--- src/rtl/debounce_pkg.sv ---
// Shared state encodings and helpers for the debounce_edge conditioning stage.
package debounce_pkg;

    typedef enum logic [1:0] {
        ST_STABLE_LO = 2'd0,
        ST_CHK_HI    = 2'd1,
        ST_STABLE_HI = 2'd2,
        ST_CHK_LO    = 2'd3
    } state_t;

    function automatic int clog2(input int value);
        int result;
        result = 0;
        while ((1 << result) < value) begin
            result = result + 1;
        end
        return result;
    endfunction

endpackage

--- src/rtl/debounce_edge_sync_chain.sv ---
// Multi-flop synchroniser bringing an asynchronous input into the clk domain.
module sync_chain #(
    parameter int SYNC_STAGES = 2
) (
    input  logic clk,
    input  logic reset,
    input  logic d,
    output logic q
);

    logic [SYNC_STAGES-1:0] sr;

    always_ff @(posedge clk) begin
        if (reset) begin
            sr <= '0;
        end else begin
            sr <= {sr[SYNC_STAGES-2:0], d};
        end
    end

    assign q = sr[SYNC_STAGES-1];

endmodule

--- src/rtl/debounce_edge.sv ---
// Synchronise, debounce and edge-detect a raw input; outputs are all registered.
module debounce_edge #(
    parameter int SYNC_STAGES   = 2,
    parameter int STABLE_CYCLES = 16
) (
    input  logic clk,
    input  logic reset,
    input  logic din,
    output logic level,
    output logic rise,
    output logic fall,
    output logic busy
);

    import debounce_pkg::*;

    localparam int CNT_W = clog2(STABLE_CYCLES);
    localparam logic [CNT_W-1:0] CNT_LAST = CNT_W'(STABLE_CYCLES - 1);

    logic             din_s;
    state_t           state, state_nx;
    logic [CNT_W-1:0] cnt, cnt_nx;
    logic             level_nx, rise_nx, fall_nx, busy_nx;

    sync_chain #(
        .SYNC_STAGES(SYNC_STAGES)
    ) u_sync (
        .clk  (clk),
        .reset(reset),
        .d    (din),
        .q    (din_s)
    );

    always_ff @(posedge clk) begin
        if (reset) begin
            state <= ST_STABLE_LO;
            cnt   <= '0;
            level <= 1'b0;
            rise  <= 1'b0;
            fall  <= 1'b0;
            busy  <= 1'b0;
        end else begin
            state <= state_nx;
            cnt   <= cnt_nx;
            level <= level_nx;
            rise  <= rise_nx;
            fall  <= fall_nx;
            busy  <= busy_nx;
        end
    end

    always_comb begin
        state_nx = state;
        cnt_nx   = cnt;
        level_nx = level;
        rise_nx  = 1'b0;
        fall_nx  = 1'b0;
        case (state)
            ST_STABLE_LO: begin
                if (din_s) begin
                    state_nx = ST_CHK_HI;
                    cnt_nx   = CNT_W'(1);
                end
            end
            ST_CHK_HI: begin
                if (!din_s) begin
                    state_nx = ST_STABLE_LO;
                    cnt_nx   = '0;
                end else if (cnt == CNT_LAST) begin
                    state_nx = ST_STABLE_HI;
                    level_nx = 1'b1;
                    rise_nx  = 1'b1;
                    cnt_nx   = '0;
                end else begin
                    cnt_nx = cnt + 1'b1;
                end
            end
            ST_STABLE_HI: begin
                if (!din_s) begin
                    state_nx = ST_CHK_LO;
                    cnt_nx   = CNT_W'(1);
                end
            end
            ST_CHK_LO: begin
                if (din_s) begin
                    state_nx = ST_STABLE_HI;
                    cnt_nx   = '0;
                end else if (cnt == CNT_LAST) begin
                    state_nx = ST_STABLE_LO;
                    level_nx = 1'b0;
                    fall_nx  = 1'b1;
                    cnt_nx   = '0;
                end else begin
                    cnt_nx = cnt + 1'b1;
                end
            end
        endcase
        // busy is registered, so it reflects where the FSM is heading this edge
        busy_nx = (state_nx == ST_CHK_HI) || (state_nx == ST_CHK_LO);
    end

endmodule
--- config.mk ---
export PLATFORM = sky130hd
export DESIGN_NAME = debounce_edge
export DESIGN_NICKNAME = d
export VERILOG_FILES = /design/src/rtl/debounce_pkg.sv /design/src/rtl/debounce_edge_sync_chain.sv /design/src/rtl/debounce_edge.sv
export SDC_FILE = /design/constraint.sdc
export NUM_CORES = 1
export LEC_CHECK = 0
export ABC_AREA = 0
export CAP_MARGIN = 10
export CORE_AREA = 2 2 39 41
export CTS_BUF_LIST = sky130_fd_sc_hd__clkbuf_4 sky130_fd_sc_hd__clkbuf_8 sky130_fd_sc_hd__clkbuf_16
export CTS_CLUSTER_DIAMETER = 80
export DETAILED_ROUTE_END_ITERATION = 10
export DIE_AREA = 0 0 41 43
export SETUP_SLACK_MARGIN = 0.3
export SYNTH_ARGS = -nofsm -noshare
export SYNTH_HDL_FRONTEND = slang
export SYNTH_SLANG_ARGS = --single-unit
--- constraint.sdc ---
create_clock -name clk -period 2.2 [get_ports clk]
set_input_delay 0.66 -clock clk [delete_from_list [all_inputs] [get_ports clk]]
set_output_delay 0.66 -clock clk [all_outputs]
set_load 0.02 [all_outputs]
# Yosys cells after proc, flatten, opt, wreduce, memory -nomap -nowiden
# Cells that the tools add are included.
dict set report totals {
  reg_bits 12
  out_inout_bits 4
  elab_cells 49
}
dict set report classes {
  add_sub_neg 1
  eq_ne 12
  n_mux 19
  bitwise 3
  n_reduce_logical 7
}
# cell count
set op_table {}
lappend op_table {{$mux W4} 5}
lappend op_table {{$pmux W4 S4} 1}
lappend op_table {{$mux W2} 6}
lappend op_table {{$ne A2 B2 Y1 const B} 4}
lappend op_table {{$pmux W2 S4} 1}
lappend op_table {{$eq A2 B2 Y1 const B} 3}
lappend op_table {{$reduce_or A3 Y1} 2}
lappend op_table {{$mux W1} 5}
lappend op_table {{$reduce_and A5 Y1} 1}
lappend op_table {{$add A4 B1 Y4 const B} 1}
lappend op_table {{$eq A2 B1 Y1 const B} 2}
lappend op_table {{$eq A4 B4 Y1 const B} 1}
lappend op_table {{$ne A2 B1 Y1 const B} 2}
lappend op_table {{$not A1 Y1} 3}
lappend op_table {{$logic_not A2 Y1} 1}
lappend op_table {{$pmux W1 S2} 1}
lappend op_table {{$reduce_and A2 Y1} 1}
lappend op_table {{$reduce_bool A2 Y1} 1}
lappend op_table {{$logic_or A1 B1 Y1} 1}

# Logic depth before layout (Yosys ltp)
# Gate-level depths: netlist of run 1.
dict set report depth {
  depth_word 6
  mapped_depth 4
  mapped_depth_nobuf 4
}

# Hierarchy
# From an unflattened synthesis of run 1, not the netlist that was laid out.
dict set report hier_totals {
  hier_cells 49
  area_unflattened_um2 478.0
}
# module instances cells_per_inst area_per_inst_um2 seq_area_each_um2
set modules_own_cells {}
lappend modules_own_cells {debounce_edge 1 45 425.4 200.2}
lappend modules_own_cells {sync_chain 1 4 52.6 40.0}

# Worst setup path before layout of run 1
# No wires, ideal clock.
dict set report synth_timing {
  kind {input to register}
  start {in reset}
  end {reg cnt[3]}
  setup_time_ps 62
  t_arrival_ps 1226
  required_ps 2138
  slack_ps 912
  stages 2
  n_path_buf 0
  path_cell_list {or4_1 > nand3_1}
}
# item line_no
set synth_lines {}
lappend synth_lines {{from (decl)} debounce_edge.sv:7} ;# input logic reset,
lappend synth_lines {{to (signal assigned)} debounce_edge.sv:44} ;# cnt <= cnt_nx;
lappend synth_lines {{to (decl)} debounce_edge.sv:22} ;# logic [CNT_W-1:0] cnt, cnt_nx;

# Worst setup path in the final report of run 1
dict set report layout_timing {
  start {reg fall}
  end {out fall}
}
# item line_no
set layout_lines {}
lappend layout_lines {{from (decl)} debounce_edge.sv:11} ;# output logic fall,
lappend layout_lines {{from (signal assigned)} debounce_edge.sv:47} ;# fall <= fall_nx;
# No word-level cell between the ends.

==> results of run 1 <==
-- sequential cells by signal (all words and copies together), names as in the netlist --
register / flops
state: 2
cnt: 4
rise: 1
u_sync.sr: 2
fall: 1
level: 1
busy: 1
-- timing repair --
action                     in CTS  in global routing
gates resized for setup         1                  0
hold buffers                    0                  0
setup endpoints to repair       1                  0
hold endpoints to repair        0                  0
-- metrics by stage --
step | cells | hold WS, ps | cell area (um^2) | setup WS [ps] | total power, mW
2_1_floorplan | 53 | 414 | 499 | 912 | 0.253
3_3_place_gp | 73 | 418 | 568 | 350 | 0.268
3_5_place_dp | 73 | 434 | 568 | 334 | 0.268
4_1_cts | 77 | 451 | 603 | 355 | 0.444
5_1_grt | 77 | 458 | 603 | 333 | 0.458
6_report | 77 | 446 | 603 | 355 | 0.445
-- how the worst min path moves through the flow --
| stage | endpoint | slack (ps) | depth (start not counted) |
|---|---|---|---|
| after floorplan | u_sync.sr[1] | 410 | 1 |
| after CTS | u_sync.sr[1] | 450 | 1 |
| after detailed placement | u_sync.sr[1] | 430 | 1 |
| after global placement | u_sync.sr[1] | 420 | 1 |
| after global routing | u_sync.sr[1] | 460 | 1 |
| final | u_sync.sr[1] | 450 | 1 |
-- final cells by class --
| type | instances | area [um^2] |
|---|---|---|
| flip-flops and latches | 12 | 240 |
| clock buffers | 4 | 36.3 |
| well taps | 16 | 20.0 |
| inverters | 2 | 7.51 |
| multi-input cells | 36 | 233 |
| fillers | 147 | 781 |
| repair buffers | 7 | 66.3 |
-- cells by family (layout without fill, tap and decap cells) --
logic type      after synthesis  after routing  share of synthesized area [%]
compound gates                8              8                           9.78
simple gates                 25             25                           30.8
xor+xnor                      2              2                           3.51
flops                        12             12                           48.1
fa+ha+maj                     1              1                           2.51
buf+inv                       5             13                           5.26
-- power breakdown --
group | internal, mW | switching (mW)
Combinational | 0.0145 | 0.0163
Sequential | 0.224 | 0.00566
Clock | 0.101 | 0.0833
Total | 0.339 | 0.105
-- metal layers --
metal	track usage (%)	up-vias	part of all wire, %
met5	0	-	0
met4	12.0	0	3.3
met3	3.14	4	2.7
met2	17.2	6	45
met1	17.0	190	49
li1	-	210	-
-- cell usage in the layout (no fill, tap or decap), types with 2 or more instances in the layout --
cell type and instances:
dfxtp_1 12, nand3_1 7, clkdlybuf4s50_1 5, a21oi_1 4
clkbuf_4 3, nand2_1 2, inv_1 2, or4_1 2
nor2b_1 2, nor3_1 2, nor3b_1 2, nor4b_1 2
==> out/results.ini, run 1 <==
[outcome]
outcome=completed

[synthesis]
ys_types=25
synth_common_cells=dfxtp_1, nand3_1, a21oi_1
yosys_register_bits=12
syn_nets=57
netlist_top_cells_area=dfxtp_1, nand3_1, a21oi_1
synth_flop_cell=dfxtp_1
synth_cells=53
synth_top_area_cell=dfxtp_1
async_reset_ff_share_pct=0
ys_seq_area_share_pct=48.1
syn_area_um2=499
yosysWarnings=0
synth.most_common_cell=dfxtp_1
synth_top_area_share_pct=48.1
avgSynthCellArea_um2=9.42
synth_edf_count=0

[power_and_ir_drop]
peakVddDrop_v=0.000324
p_per_area_nw_per_um2=737
leakagePower_nw=0.220

[die]
fp-row-count=14
dieArea_um2=1760
start_util_pct=36.1
die_h_um=43
die-width_um=41
pin_count=7
core_um2=1380

[routing]
drc=0
routed_wl_um=902
viasPerCell=5.32
vias=410
drt_iter0_markers=8
antenna_left=0
wl_per_cell_um=11.7
first_pass_iters=3

[cts]
clkSinkCount=12
clk_pin_slew_ps=80
htreeDepth=1
insertion_delay_ps=280
cts_buffers=3
clockBufferDepth=2
cts_tree=built
cts_setup_buffers=0
clock-root-buffer=clkbuf_4

[critical_path]
r2r_cells=3
reg2reg_from=cnt[0]
path_depth=1
crit_arrival_ps=1190
critPathTopFamily=buffers and inverters
crit-reg2reg-capture=cnt[0]
crit_buf_inv=1
crit_chain=clkdlybuf4s50_1
slowest_stage=clkdlybuf4s50_1
cp-end-kind=output port
cp_slowest_stage_delay_ps=590
timing_worst_setup_path_type=register to output port
critPathRequiredTime_ps=1540
startpoint=fall
regToRegSetupSlack_ps=870
critPathCapture=fall
cp_max_fo=1
critPathLaunchType=register

[timing]
rsz0062_at_grt=false
timing.final.crit_period_ps=1850
maxSlewHeadroom_pct=71.3
skew_ps=3.36
fmax_ghz=0.542
drv_slew=0
tns_ps=0
worstMarginPinSlew_ps=429
min_period_over_period_pct=83.9
setup_violations=0
final-hold-violation-count=0

[final_layout]
drive_gt1_share_pct=9.84
nNetsFinal=66
area_growth_pct=20.8
n_antenna_cell=0
final_util_pct=43.6

[global_route]
grt_overflow=0
grt_pass1_wl_um=1520
grt_max_degree=10
grt_antenna_before_repair=0
grt_pass1_vias=361
grt_usage_pct=13.2

[placement]
hpwl_um=621
gp_congestion=0.726
io_buffers=6

[run]
maxCapViolations=0

[worst_hold_path]
hold_class=register to register
worstHoldStart=u_sync.sr[0]

Power figures use the tool's default switching activity.
==> run 2: changes to the inputs <==
==> constraint.sdc (replaced) <==
create_clock -name clk -period 1.7 [get_ports clk]
set_input_delay 0.51 -clock clk [delete_from_list [all_inputs] [get_ports clk]]
set_output_delay 0.51 -clock clk [all_outputs]
set_load 0.02 [all_outputs]
==> out/results.ini, run 2 (synthesis results as in run 1) <==
[placement]
dp.cells=75
dpl_cell_area_um2=583
io_buffers=6
hpwl_um=637
gp_congestion=0.795
dp_slack_ps=58.7

[timing]
drv_slew=0
setup_ws_ps=337
skew_ps=4.23
tns_ps=0
setup_violations=0
timing.final.crit_period_ps=1360
min_period_over_period_pct=80.2
rsz0062_at_grt=false
fmax_ghz=0.734
maxSlewHeadroom_pct=79.0
worstMarginPinSlew_ps=307
whs_ps=459
final-hold-violation-count=0

[routing]
antenna_left=0
drc=0
wl_per_cell_um=11.9
drt_iter0_markers=12
routed_wl_um=940
vias=437
first_pass_iters=4
viasPerCell=5.53

[cts]
postCtsHoldBufs=0
clockBufferDepth=2
cts_setup_buffers=0
cts_tree=built
htreeDepth=1
clk_pin_slew_ps=80
clkSinkCount=12
insertion_delay_ps=280
cts_buffers=3
clock-root-buffer=clkbuf_4

[die]
dieArea_um2=1760
pin_count=7
core_um2=1380
start_util_pct=36.1
die_h_um=43
fp-row-count=14
die-width_um=41

[critical_path]
r2r_cells=3
crit_arrival_ps=1590
cp-end-kind=register
startpoint=reset
timing_worst_setup_path_type=input port to register
critPathLaunchType=input port
regToRegSetupSlack_ps=380
cp_max_fo=5
critPathRequiredTime_ps=1920
critPathCapture=cnt[3]
crit-reg2reg-capture=cnt[0]
reg2reg_from=cnt[0]

[power_and_ir_drop]
power_mw=0.573
swShare_pct=23.2
seq_power_share_pct=52.0
cellInternalPower_mw=0.440
peakVddDrop_v=0.000466
leakagePower_nw=0.233
combPwrFrac_pct=7.3
p_per_area_nw_per_um2=937
clockPowerShare_pct=40.7
power_switching_mw=0.133

[global_route]
grt_pass1_wl_um=1580
grt_antenna_before_repair=0
grt_max_degree=10
grt_usage_pct=13.7
grt_pass1_vias=359
grt_overflow=0

[final_layout]
largest_register_ffs=4
area_growth_pct=22.6
layout_commonest_cell=dfxtp_1
layout_common_cells=dfxtp_1, nand3_1, a21oi_1
n_antenna_cell=0
regMostFlops=cnt
nNetsFinal=68
final_cells=79
reg_top3=cnt: 4 flops, state: 2 flops, u_sync.sr: 2 flops
final_area_um2=612
drive_gt1_share_pct=22.2
final_util_pct=44.2

[run]
maxCapViolations=0

[outcome]
outcome=completed

[worst_hold_path]
hold_class=register to register

==> run 2: cell types whose count changed in the layout (fill, tap and decap cells not counted), sizes merged <==
cell           delta
buf               +3
clkbuf            +3
clkdlybuf4s50     -3
dlygate4sd2       -1
==> run 2: layer usage <==
layer	vias to the layer above	wire length, um	global-route usage, %
met3	4	49	3.14
met2	17	454	18.4
met1	201	412	17.3
met4	0	23	12.0
met5	-	0	0
li1	215	-	-
==> run 2: what timing repair did <==
item                       4_1_cts  5_1_grt
gates resized for setup          9        6
pin swaps                        0        0
setup endpoints to repair        4        6
==> run 2: how the worst min path moves through the flow <==
stage | start | end | slack (ps) | cells after the start
floorplan | u_sync.sr[0] | u_sync.sr[1] | 410 | 1
global placement | u_sync.sr[0] | u_sync.sr[1] | 420 | 1
detailed placement | u_sync.sr[0] | u_sync.sr[1] | 450 | 1
CTS | u_sync.sr[0] | u_sync.sr[1] | 460 | 1
global route | u_sync.sr[0] | u_sync.sr[1] | 470 | 1
finish | u_sync.sr[0] | u_sync.sr[1] | 460 | 1
==> run 2: power groups by stage <==
| stage | clock (mW) | sequential (mW) | combinational, mW |
|---|---|---|---|
| after floorplan | 0 | 0.307 | 0.0212 |
| after global placement | 0 | 0.304 | 0.0452 |
| after detailed placement | 0 | 0.304 | 0.0455 |
| after CTS | 0.236 | 0.298 | 0.0445 |
| after global routing | 0.249 | 0.300 | 0.0447 |
| final | 0.233 | 0.298 | 0.0419 |
==> run 2: cell type report <==
| type | instances | area [um^2] |
|---|---|---|
| Sequential cell | 12 | 240 |
| Clock buffer | 4 | 36.3 |
| Tap cell | 16 | 20.0 |
| Fill cell | 143 | 772 |
| Inverter | 2 | 7.51 |
| Timing Repair Buffer | 9 | 62.6 |
| Multi-Input combinational cell | 36 | 245 |
==> run 2: worst max-delay path: stages <==
cell,delay (ps)
clkdlybuf4s50_1,460
or4_1,520
nand3_1,90
